--- config.mk ---
export PLATFORM = sky130hd
export DESIGN_NAME = timed_event_scheduler_flat
export DESIGN_NICKNAME = d
export VERILOG_FILES = /design/src/rtl/timed_event_scheduler_if.sv /design/src/rtl/timed_event_scheduler.sv /design/src/flat_wrapper.sv
export SDC_FILE = /design/constraint.sdc
export NUM_CORES = 1
export LEC_CHECK = 0
export ABC_CLOCK_PERIOD_IN_PS = 2540
export CAP_MARGIN = 5
export CORE_MARGIN = 1.5
export CORE_UTILIZATION = 35
export DETAILED_ROUTE_END_ITERATION = 10
export HOLD_SLACK_MARGIN = 0.1
export PLACE_DENSITY = 0.56
export SYNTH_ARGS = -nofsm -noshare
export SYNTH_HDL_FRONTEND = slang
export SYNTH_SLANG_ARGS = --single-unit
--- constraint.sdc ---
create_clock -name clk -period 2.54 [get_ports clk]
set_input_delay 0.508 -clock clk [delete_from_list [all_inputs] [get_ports clk]]
set_output_delay 0.508 -clock clk [all_outputs]
set_load 0.005 [all_outputs]
--- src/rtl/timed_event_scheduler_if.sv ---
// timed_event_scheduler_if: schedule-request and fired-event handshakes
interface timed_event_scheduler_if #(
   parameter int DW = 16,
   parameter int IDW = 8
);
   logic req_valid;
   logic req_ready;
   logic [DW-1:0] req_delay;
   logic [IDW-1:0] req_id;
   logic ev_valid;
   logic ev_ready;
   logic [IDW-1:0] ev_id;
   logic [DW-1:0] ev_late;
   modport master (
      output req_valid, req_delay, req_id, ev_ready,
      input  req_ready, ev_valid, ev_id, ev_late
   );
   modport slave (
      input  req_valid, req_delay, req_id, ev_ready,
      output req_ready, ev_valid, ev_id, ev_late
   );
endinterface

--- src/rtl/timed_event_scheduler.sv ---
// timed_event_scheduler: NSLOTS countdown slots feeding a single registered event output
module timed_event_scheduler #(
   parameter int NSLOTS = 4,
   parameter int DW = 16,
   parameter int IDW = 8
) (
   input  logic clk,
   input  logic rst,
   timed_event_scheduler_if.slave bus,
   output logic [$clog2(NSLOTS+1)-1:0] pending,
   output logic [31:0] now
);
   localparam int PW = $clog2(NSLOTS+1);
   typedef enum logic [1:0] {FREE, WAIT, DUE} slot_t;
   slot_t st_q [NSLOTS];
   slot_t st_d [NSLOTS];
   logic [DW-1:0] rem_q [NSLOTS];
   logic [DW-1:0] rem_d [NSLOTS];
   logic [DW-1:0] late_q [NSLOTS];
   logic [DW-1:0] late_d [NSLOTS];
   logic [IDW-1:0] id_q [NSLOTS];
   logic [IDW-1:0] id_d [NSLOTS];
   logic [NSLOTS-1:0] alloc, take;
   logic any_free, any_due, out_load, accept;
   logic ev_valid_q, ev_valid_d;
   logic [IDW-1:0] ev_id_q, ev_id_d;
   logic [DW-1:0] ev_late_q, ev_late_d;
   logic [PW-1:0] cnt;
   // lowest-index FREE and DUE one-hots, plus occupancy count
   always_comb begin
      any_free = 1'b0;
      any_due = 1'b0;
      alloc = '0;
      take = '0;
      cnt = '0;
      for (int i = 0; i < NSLOTS; i++) begin
         alloc[i] = !any_free && st_q[i] == FREE;
         take[i] = !any_due && st_q[i] == DUE;
         any_free = any_free || st_q[i] == FREE;
         any_due = any_due || st_q[i] == DUE;
         cnt = cnt + PW'(st_q[i] != FREE);
      end
   end
   always_comb begin
      out_load = !ev_valid_q || bus.ev_ready;
      accept = bus.req_valid && bus.req_ready;
      st_d = st_q;
      rem_d = rem_q;
      id_d = id_q;
      late_d = late_q;
      ev_valid_d = out_load ? any_due : ev_valid_q;
      ev_id_d = ev_id_q;
      ev_late_d = ev_late_q;
      for (int i = 0; i < NSLOTS; i++) begin
         if (st_q[i] == WAIT) begin
            rem_d[i] = rem_q[i] - DW'(1);
            st_d[i] = rem_q[i] == DW'(1) ? DUE : WAIT;
         end
         if (st_q[i] == DUE && out_load && take[i]) begin
            st_d[i] = FREE;
            ev_id_d = id_q[i];
            ev_late_d = late_q[i];
         end else if (st_q[i] == DUE) begin
            late_d[i] = late_q[i] + DW'(late_q[i] != '1);
         end
         if (accept && alloc[i]) begin
            st_d[i] = bus.req_delay == '0 ? DUE : WAIT;
            rem_d[i] = bus.req_delay;
            id_d[i] = bus.req_id;
            late_d[i] = '0;
         end
      end
   end
   always_ff @(posedge clk) begin
      if (rst) begin
         st_q <= '{default: FREE};
         ev_valid_q <= 1'b0;
         ev_id_q <= '0;
         ev_late_q <= '0;
         now <= '0;
      end else begin
         st_q <= st_d;
         ev_valid_q <= ev_valid_d;
         ev_id_q <= ev_id_d;
         ev_late_q <= ev_late_d;
         now <= now + 32'd1;
      end
   end
   // payload only matters while a slot is non-FREE, so it needs no reset
   always_ff @(posedge clk) begin
      rem_q <= rem_d;
      id_q <= id_d;
      late_q <= late_d;
   end
   assign bus.req_ready = !rst && any_free;
   assign bus.ev_valid = !rst && ev_valid_q;
   assign bus.ev_id = rst ? '0 : ev_id_q;
   assign bus.ev_late = rst ? '0 : ev_late_q;
   assign pending = rst ? '0 : cnt;
endmodule

--- src/flat_wrapper.sv ---
// flat-port wrapper written by rule: the top's interface ports become plain ports
module timed_event_scheduler_flat 
#(
   parameter int NSLOTS = 4,
   parameter int DW = 16,
   parameter int IDW = 8
)
  (clk, rst, pending, now, bus_req_valid, bus_req_delay, bus_req_id, bus_ev_ready, bus_req_ready, bus_ev_valid, bus_ev_id, bus_ev_late);
  timed_event_scheduler_if #(.DW(DW), .IDW(IDW)) bus_i ();
  input  logic clk;
  input  logic rst;
  output logic [$clog2(NSLOTS+1)-1:0] pending;
  output logic [31:0] now;
  input wire logic [$bits(bus_i.req_valid)-1:0] bus_req_valid;
  input wire logic [$bits(bus_i.req_delay)-1:0] bus_req_delay;
  input wire logic [$bits(bus_i.req_id)-1:0] bus_req_id;
  input wire logic [$bits(bus_i.ev_ready)-1:0] bus_ev_ready;
  output wire logic [$bits(bus_i.req_ready)-1:0] bus_req_ready;
  output wire logic [$bits(bus_i.ev_valid)-1:0] bus_ev_valid;
  output wire logic [$bits(bus_i.ev_id)-1:0] bus_ev_id;
  output wire logic [$bits(bus_i.ev_late)-1:0] bus_ev_late;
  assign bus_i.req_valid = bus_req_valid;
  assign bus_i.req_delay = bus_req_delay;
  assign bus_i.req_id = bus_req_id;
  assign bus_i.ev_ready = bus_ev_ready;
  assign bus_req_ready = bus_i.req_ready;
  assign bus_ev_valid = bus_i.ev_valid;
  assign bus_ev_id = bus_i.ev_id;
  assign bus_ev_late = bus_i.ev_late;
  timed_event_scheduler #(.NSLOTS(NSLOTS), .DW(DW), .IDW(IDW)) u_core (.clk(clk), .rst(rst), .bus(bus_i), .pending(pending), .now(now));
endmodule
==> metrics, run 1 <==
number of synthesized flops with an enable pin=96; clock root buffer=clkbuf_16; area grow syn2layout=25.9%; post-synthesis simple-gate area fraction=22.7%; CTS clk-pin slew, worst paths=0.06 ns; sequential element share of the synthesized area=between 40% and 50%; failing checks=setup timing; Residual DRC=0; register bit total from synthesis=between 200 and 250; Max clock buf depth=3; Routed Antenna Nets=0; syn avg cell area=between 9 and 10 sq um; adder-cell share of the synthesized area=under 10%; Post-Synth XOR/XNOR Area=under 10%; final worst-path cycle share=109%; ys async rst share=0%; CORE AREA=about 32,000 sq um; ant diodes=0; layout cell share with drive strength beyond 1=14.3%; IO Pins=about 90; logic gate share of total power=6.2%; Synth Area in Compound Gates=between 10% and 20%; status=finished with violations; synth warn=0; Switching Fraction=between 20 and 25%; Post-Syn Area=around 11,000 sq um; Finished Layout Cells=roughly 1,800; TritonCTS buffer count=26; Setup Skew=roughly 0.016 ns; clk sinks=225; Setup Viol. Count Final=4; total track usage=about a fifth; vias in the first global route=8,967; Reg power frac=between 40% and 50%; placed cell count=1,737; Tightest Pin Transition=0.633 ns; pin count of the biggest net entering global routing=29; Hold Crit Class=primary input to flip-flop; post-DR vias/cell=about 5.2; 1st-iter DRT viols=about 520; Cell Int Power=6.46 mW; filler cell count in the final layout=about 3,000; Synth cell types=67; I/O Buffers=just under 90; worst relative slew slack=57.7%; Horiz. Die Dim=183 microns; Synth area leader=edfxtp_1; Final Power=between 8 and 9 mW; Die H=183 microns; post-synth top area share=approximately a quarter; worst endpoint required time=between 2 and 2.5 ns; Rows=65; classification of the worst setup path=flip-flop to primary output; Final Hold Fails=0; Synth Net Count=about 1,200; crit-path cells=or2_4 -> ha_4 -> inv_2 -> fa_2 -> inv_2 -> ha_4 -> nor2b_1 -> buf_2; Cell Pwr Density=just under 600 nW/um^2; Die ar.=roughly 34,000 sq um; Top FF cell, synth=dfxtp_1; final WL=31,400 microns; # nets final=between 1,000 and 1,500; Vias=between 9,000 and 10,000; initial antenna violation count=0; proportion of synthesized area in mux cells=less than 1%; CP startpoint kind=flip-flop; final worst slack=-0.238 ns; slowest stage cell, crit path=fa_2; drt first pass iters=5; WP data arrival=between 2 and 2.5 ns; GPL Wtd Cong=0.868; fin crit period=2.78 ns; pre-CTS setup slack=-0.211 ns; top cells by area, synth=edfxtp_1 (25%), dfxtp_1 (23%), nor2_1 (4.7%), xnor2_1 (4.5%), xor2_1 (4.5%); Max-Cap Viols=0; TNS Setup=-0.588 ns; Psw=approximately 1.9 mW; FMAX=about 360 MHz; max incr delay on CP=about 0.35 ns; most common cell in the synthesized netlist=nor2_1; LEAKAGE=4.82 nW; Syn Inst Count=~1,200; Skew-Pair Late Insertion Delay=about 0.54 ns; htree depth=1; maximum fanout along the worst path=2; RSZ-0062 raised after global routing=yes; CTS tree=done; Starting Density=35.8%; Worst VDD drop=roughly 530 uV; Reg area=approximately 5500 sq um; Post-synth top cells=nor2_1 (142), dfxtp_1 (129), nand2_1 (97); average wire per standard cell=17.6 microns; remaining global-route overflow=0; DP HPWL=22,400 microns; crit end category=primary output; Multi-input gate area=around 5600 sq um; largest family of logic cells by synthesized area=simple AND/OR/NAND/NOR gates; R2R Setup Slk=between 0.2 and 0.25 ns; global-route wire length before repair=around 50,000 microns; clock share of power=46.3%; Slew Viols, Final=0
==> layout by cell type, fill, tap and decap left out, drive strengths merged, types with 10 or more instances in the layout <==
cell type,netlist,final
nor2b,37,37
nand4,34,34
mux2i,10,10
nand2,97,97
edfxtp,96,96
nor3,25,25
or4,10,10
nor4,25,25
nor2,143,143
a21oi,59,59
o21ai,60,60
inv,24,24
clkbuf,34,35
nand3,47,47
dfxtp,129,129
buf,23,98
o31ai,10,10
o221ai,15,15
and3,12,12
clkdlybuf4s50,0,84
xor2,59,59
nand2b,11,11
xnor2,59,59
ha,23,23
clkinv,1,10
or3,15,15
and4,15,15
a211oi,20,20
==> final timing paths <==
| kind | start | end | cells after the start |
|---|---|---|---|
| hold / removal | rst | u_core.st_q[6] | 2 |
| setup reg to reg | u_core.rem_q[16] | u_core.rem_q[28] | 7 |
| hold reg to reg | u_core.now[0] | u_core.now[0] | 1 |
| setup / recovery | u_core.st_q[5] | pending[1] | 8 |
==> per-stage QoR <==
stage | hold slack (ns) | cell area (sq um) | util (%)
3_5_place_dp | 0.456 | 13400 | 42.1
2_1_floorplan | 0.440 | 11400 | -
4_1_cts | 0.337 | 14300 | 45.0
3_3_place_gp | 0.453 | 13400 | 42.1
5_1_grt | 0.355 | 14300 | 45.0
6_report | 0.340 | 14300 | 45.0
==> kinds of logic after synthesis <==
| group | count (synthesis) |
|---|---|
| adders and majority gates | 24 |
| AOI/OAI and AO/OA | 226 |
| xor gates and xnor gates | 118 |
| DFF | 225 |
| buffers and inverters | 82 |
| muxes | 10 |
| and+or+nand+nor | 492 |
==> area by class of cell <==
| type | count | share of cell area (%) |
|---|---|---|
| Inverter | 25 | 0.656 |
| Clock buffer | 35 | 5.21 |
| Timing Repair Buffer | 182 | 11.9 |
| Clock inverter | 13 | 0.970 |
| Sequential cell | 225 | 38.2 |
| Tap cell | 435 | 3.80 |
| Multi-Input combinational cell | 870 | 39.2 |
==> power by group through the flow <==
stage	Combinational, mW	Sequential, mW	Clock, mW
finish	0.513	3.95	3.85
global route	0.565	3.96	4.08
CTS	0.517	3.95	3.95
detailed placement	0.506	4.03	0
global placement	0.501	4.02	0
floorplan	0.254	4.01	0
==> repair_timing <==
item	4_1_cts	5_1_grt
hold buffers	0	0
gates resized for setup	25	1
pin swaps	5	2
setup endpoints to repair	4	6
buffers inserted	0	0
==> flip-flops by register name, summed over array words and instances (netlist names) <==
| name | count |
|---|---|
| u_core.st_q | 8 |
| u_core.rem_q | 64 |
| u_core.id_q | 32 |
| u_core.ev_id_q | 8 |
| u_core.late_q | 64 |
| u_core.ev_late_q | 16 |
| u_core.ev_valid_q | 1 |
| u_core.now | 32 |
==> worst max-delay path, delay by kind of cell (launching register included) <==
family / cells / cell delay [ns]
adders and majority gates: 3 / 0.79
and+or+nand+nor: 2 / 0.38
DFF: 1 / 0.32
buffers and inverters: 3 / 0.24
==> layer usage <==
| metal | routed length [microns] | track usage (%) |
|---|---|---|
| met1 | 15000 | 26.4 |
| met2 | 14600 | 31.2 |
| met3 | 1290 | 2.38 |
| met4 | 499 | 3.61 |
| met5 | 0 | 0 |
Power figures use the tool's default switching activity.
==> inputs of run 2 (changes only) <==
Settings changed: CELL_PAD_IN_SITES_DETAIL_PLACEMENT from default to 0, CELL_PAD_IN_SITES_GLOBAL_PLACEMENT from default to 1, PLACE_DENSITY 0.56 to 0.68.
==> run 2 against run 1 <==
  * Die area is the same
  * Fmax grew 0.26%
  * Clock-buffer cell count is the same
  * Sequential share of layout area shrank 0.24 points
  * Core utilization grew 0.29 points
  * Highest routed layer unchanged
  * Largest power group is now the clock network
  * Clock skew grew 0.0023 ns
  * The flow still finishes with violations (setup timing)
  * Via count grew 0.38%
  * Global-route usage grew 0.29 points
  * Critical path type unchanged
==> metrics, run 2 (same netlist as run 1, synthesis figures left out) <==
initial antenna violation count=0 (unchanged); 1st-iter DRT viols=536 (+2.9%); global-route wire length before repair=51,000 microns (+1.8%); Setup Skew=0.0181 ns (+0.00232 ns); layout cell share with drive strength beyond 1=14.6% (+0.34 points); CP startpoint kind=flip-flop; Vias=9,307 (+0.38%); Hold Crit Class=primary input to flip-flop; max incr delay on CP=0.32 ns (-0.03 ns); Skew-Pair Late Insertion Delay=0.55 ns (about the same); Max clock buf depth=3 (unchanged); failing checks=setup timing; Max-Cap Viols=0 (unchanged); Worst setup endpoint=pending[1]; remaining global-route overflow=0 (unchanged); LEAKAGE=4.84 nW (+0.49%); # nets final=1,384 (+0.14%); Die H=183 microns (unchanged); R2R Setup Slk=0.21 ns (about the same); Slew Viols, Final=0 (unchanged); FF-to-FF End=u_core.ev_late_q[1]; final WL=31,900 microns (+1.5%); GPL Wtd Cong=0.834 (-3.9%); DP HPWL=22,300 microns (-0.47%); worst relative slew slack=61.4% (+3.8 points); final worst-path cycle share=109% (-0.29 points); critical path's top delay family=adder cells; post-DR vias/cell=5.21 (+0.21%); Residual DRC=0 (unchanged); RSZ-0062 raised after global routing=yes; Top Registers=u_core.late_q (64), u_core.rem_q (64); Horiz. Die Dim=183 microns (unchanged); Setup Viol. Count Final=4 (unchanged); most frequent cells in the layout=nor2_1 (141), dfxtp_1 (126), nand2_1 (97); htree depth=1 (unchanged); pre-CTS setup slack=-0.242 ns (-0.0312 ns); cell count along the critical path=8 (unchanged); total track usage=19.1% (+0.29 points); Finished Layout Cells=1,788 (+0.17%); fin crit period=2.77 ns (-0.00729 ns); classification of the worst setup path=flip-flop to primary output; CTS tree=done; worst endpoint required time=2.03 ns (about the same); final worst slack=-0.231 ns (+0.00729 ns); WP data arrival=2.26 ns (about the same); Cell Pwr Density=598 nW/um^2 (+2.9%); ant diodes=0 (unchanged); Tightest Pin Transition=0.578 ns (-0.0548 ns); CORE AREA=31,800 sq um (unchanged); maximum fanout along the worst path=3 (+1); CTS clk-pin slew, worst paths=0.06 ns (about the same); crit path from=u_core.st_q[6]; TritonCTS buffer count=27 (+3.8%); average wire per standard cell=17.8 microns (+1.3%); Starting Density=35.8% (unchanged); clock root buffer=clkbuf_16; I/O Buffers=88 (unchanged); pin count of the biggest net entering global routing=40 (+38%); r2r startpoint=u_core.st_q[6]; status=finished with violations; area grow syn2layout=26.7%; commonest non-fill, non-tap cell in the layout=nor2_1; FMAX=361 MHz (+0.26%); IO Pins=89 (unchanged); slowest stage cell, crit path=dfxtp_2; Die ar.=33,600 sq um (unchanged); Final Hold Fails=0 (unchanged); worst reg2reg path depth=6 (-1); Worst Path Buf+Inv=3 (unchanged); crit-path cells=or2_4 -> ha_4 -> inv_2 -> fa_2 -> inv_2 -> ha_4 -> nor2b_4 -> buf_2; Worst VDD drop=492 uV (-7.4%); filler cell count in the final layout=3,047 (+1.1%); placed cell count=1,738 (+0.058%); drt first pass iters=6 (+1); vias in the first global route=9,176 (+2.3%); crit end category=primary output; Routed Antenna Nets=0 (unchanged); Rows=65 (unchanged); CTS Hold Bufs=0 (unchanged); clk sinks=225 (unchanged)
## run 2: cell type report
class | instances | area [sq um] | share of cell area (%)
clock buffer | 35 | 736 | 5.11
clock inverter | 15 | 214 | 1.49
inverter | 25 | 93.8 | 0.652
multi-input combinational | 870 | 5630 | 39.1
sequential | 225 | 5470 | 38.0
tap | 435 | 544 | 3.78
timing repair buffer | 183 | 1720 | 11.9
## run 2: what timing repair did
item                       in CTS  in global routing
buffers inserted                0                  0
pin swaps                       5                  5
setup endpoints to repair       4                  8
resized for setup              25                  4
## run 2: where the power goes
part | switching (mW) | internal, mW
Sequential | 0.0795 | 3.87
Combinational | 0.273 | 0.245
Clock | 1.59 | 2.55
Total | 1.94 | 6.66
## run 2: stage by stage
stage | TNS, ns | hold WS (ns) | area (sq um) | util (%) | total power, mW
floorplan | 0 | 0.440 | 11400 | - | 4.26
global placement | -0.631 | 0.440 | 13400 | 42.1 | 4.53
detailed placement | -0.583 | 0.449 | 13400 | 42.1 | 4.53
CTS | -0.742 | 0.345 | 14400 | 45.2 | 8.69
global route | -0.868 | 0.356 | 14400 | 45.3 | 8.91
finish | -0.661 | 0.358 | 14400 | 45.3 | 8.61
## run 2: routing by layer
layer / wire length (microns) / track usage (%) / vias up
li1: - / - / 4610
met1: 15100 / 26.3 / 4454
met2: 14600 / 31.2 / 201
met3: 1400 / 2.82 / 42
met4: 801 / 5.08 / 0
met5: 0 / 0.148 / -
## run 2: how the worst min path moves through the flow
stage                     end  cells past startpoint     startpoint  slack, ns
2_1_floorplan   u_core.now[0]                      1  u_core.now[0]       0.44
3_3_place_gp    u_core.now[0]                      1  u_core.now[0]       0.44
3_5_place_dp    u_core.now[0]                      1  u_core.now[0]       0.45
4_1_cts        u_core.st_q[4]                      2            rst       0.35
5_1_grt        u_core.st_q[3]                      2            rst       0.36
6_report       u_core.st_q[4]                      2            rst       0.36
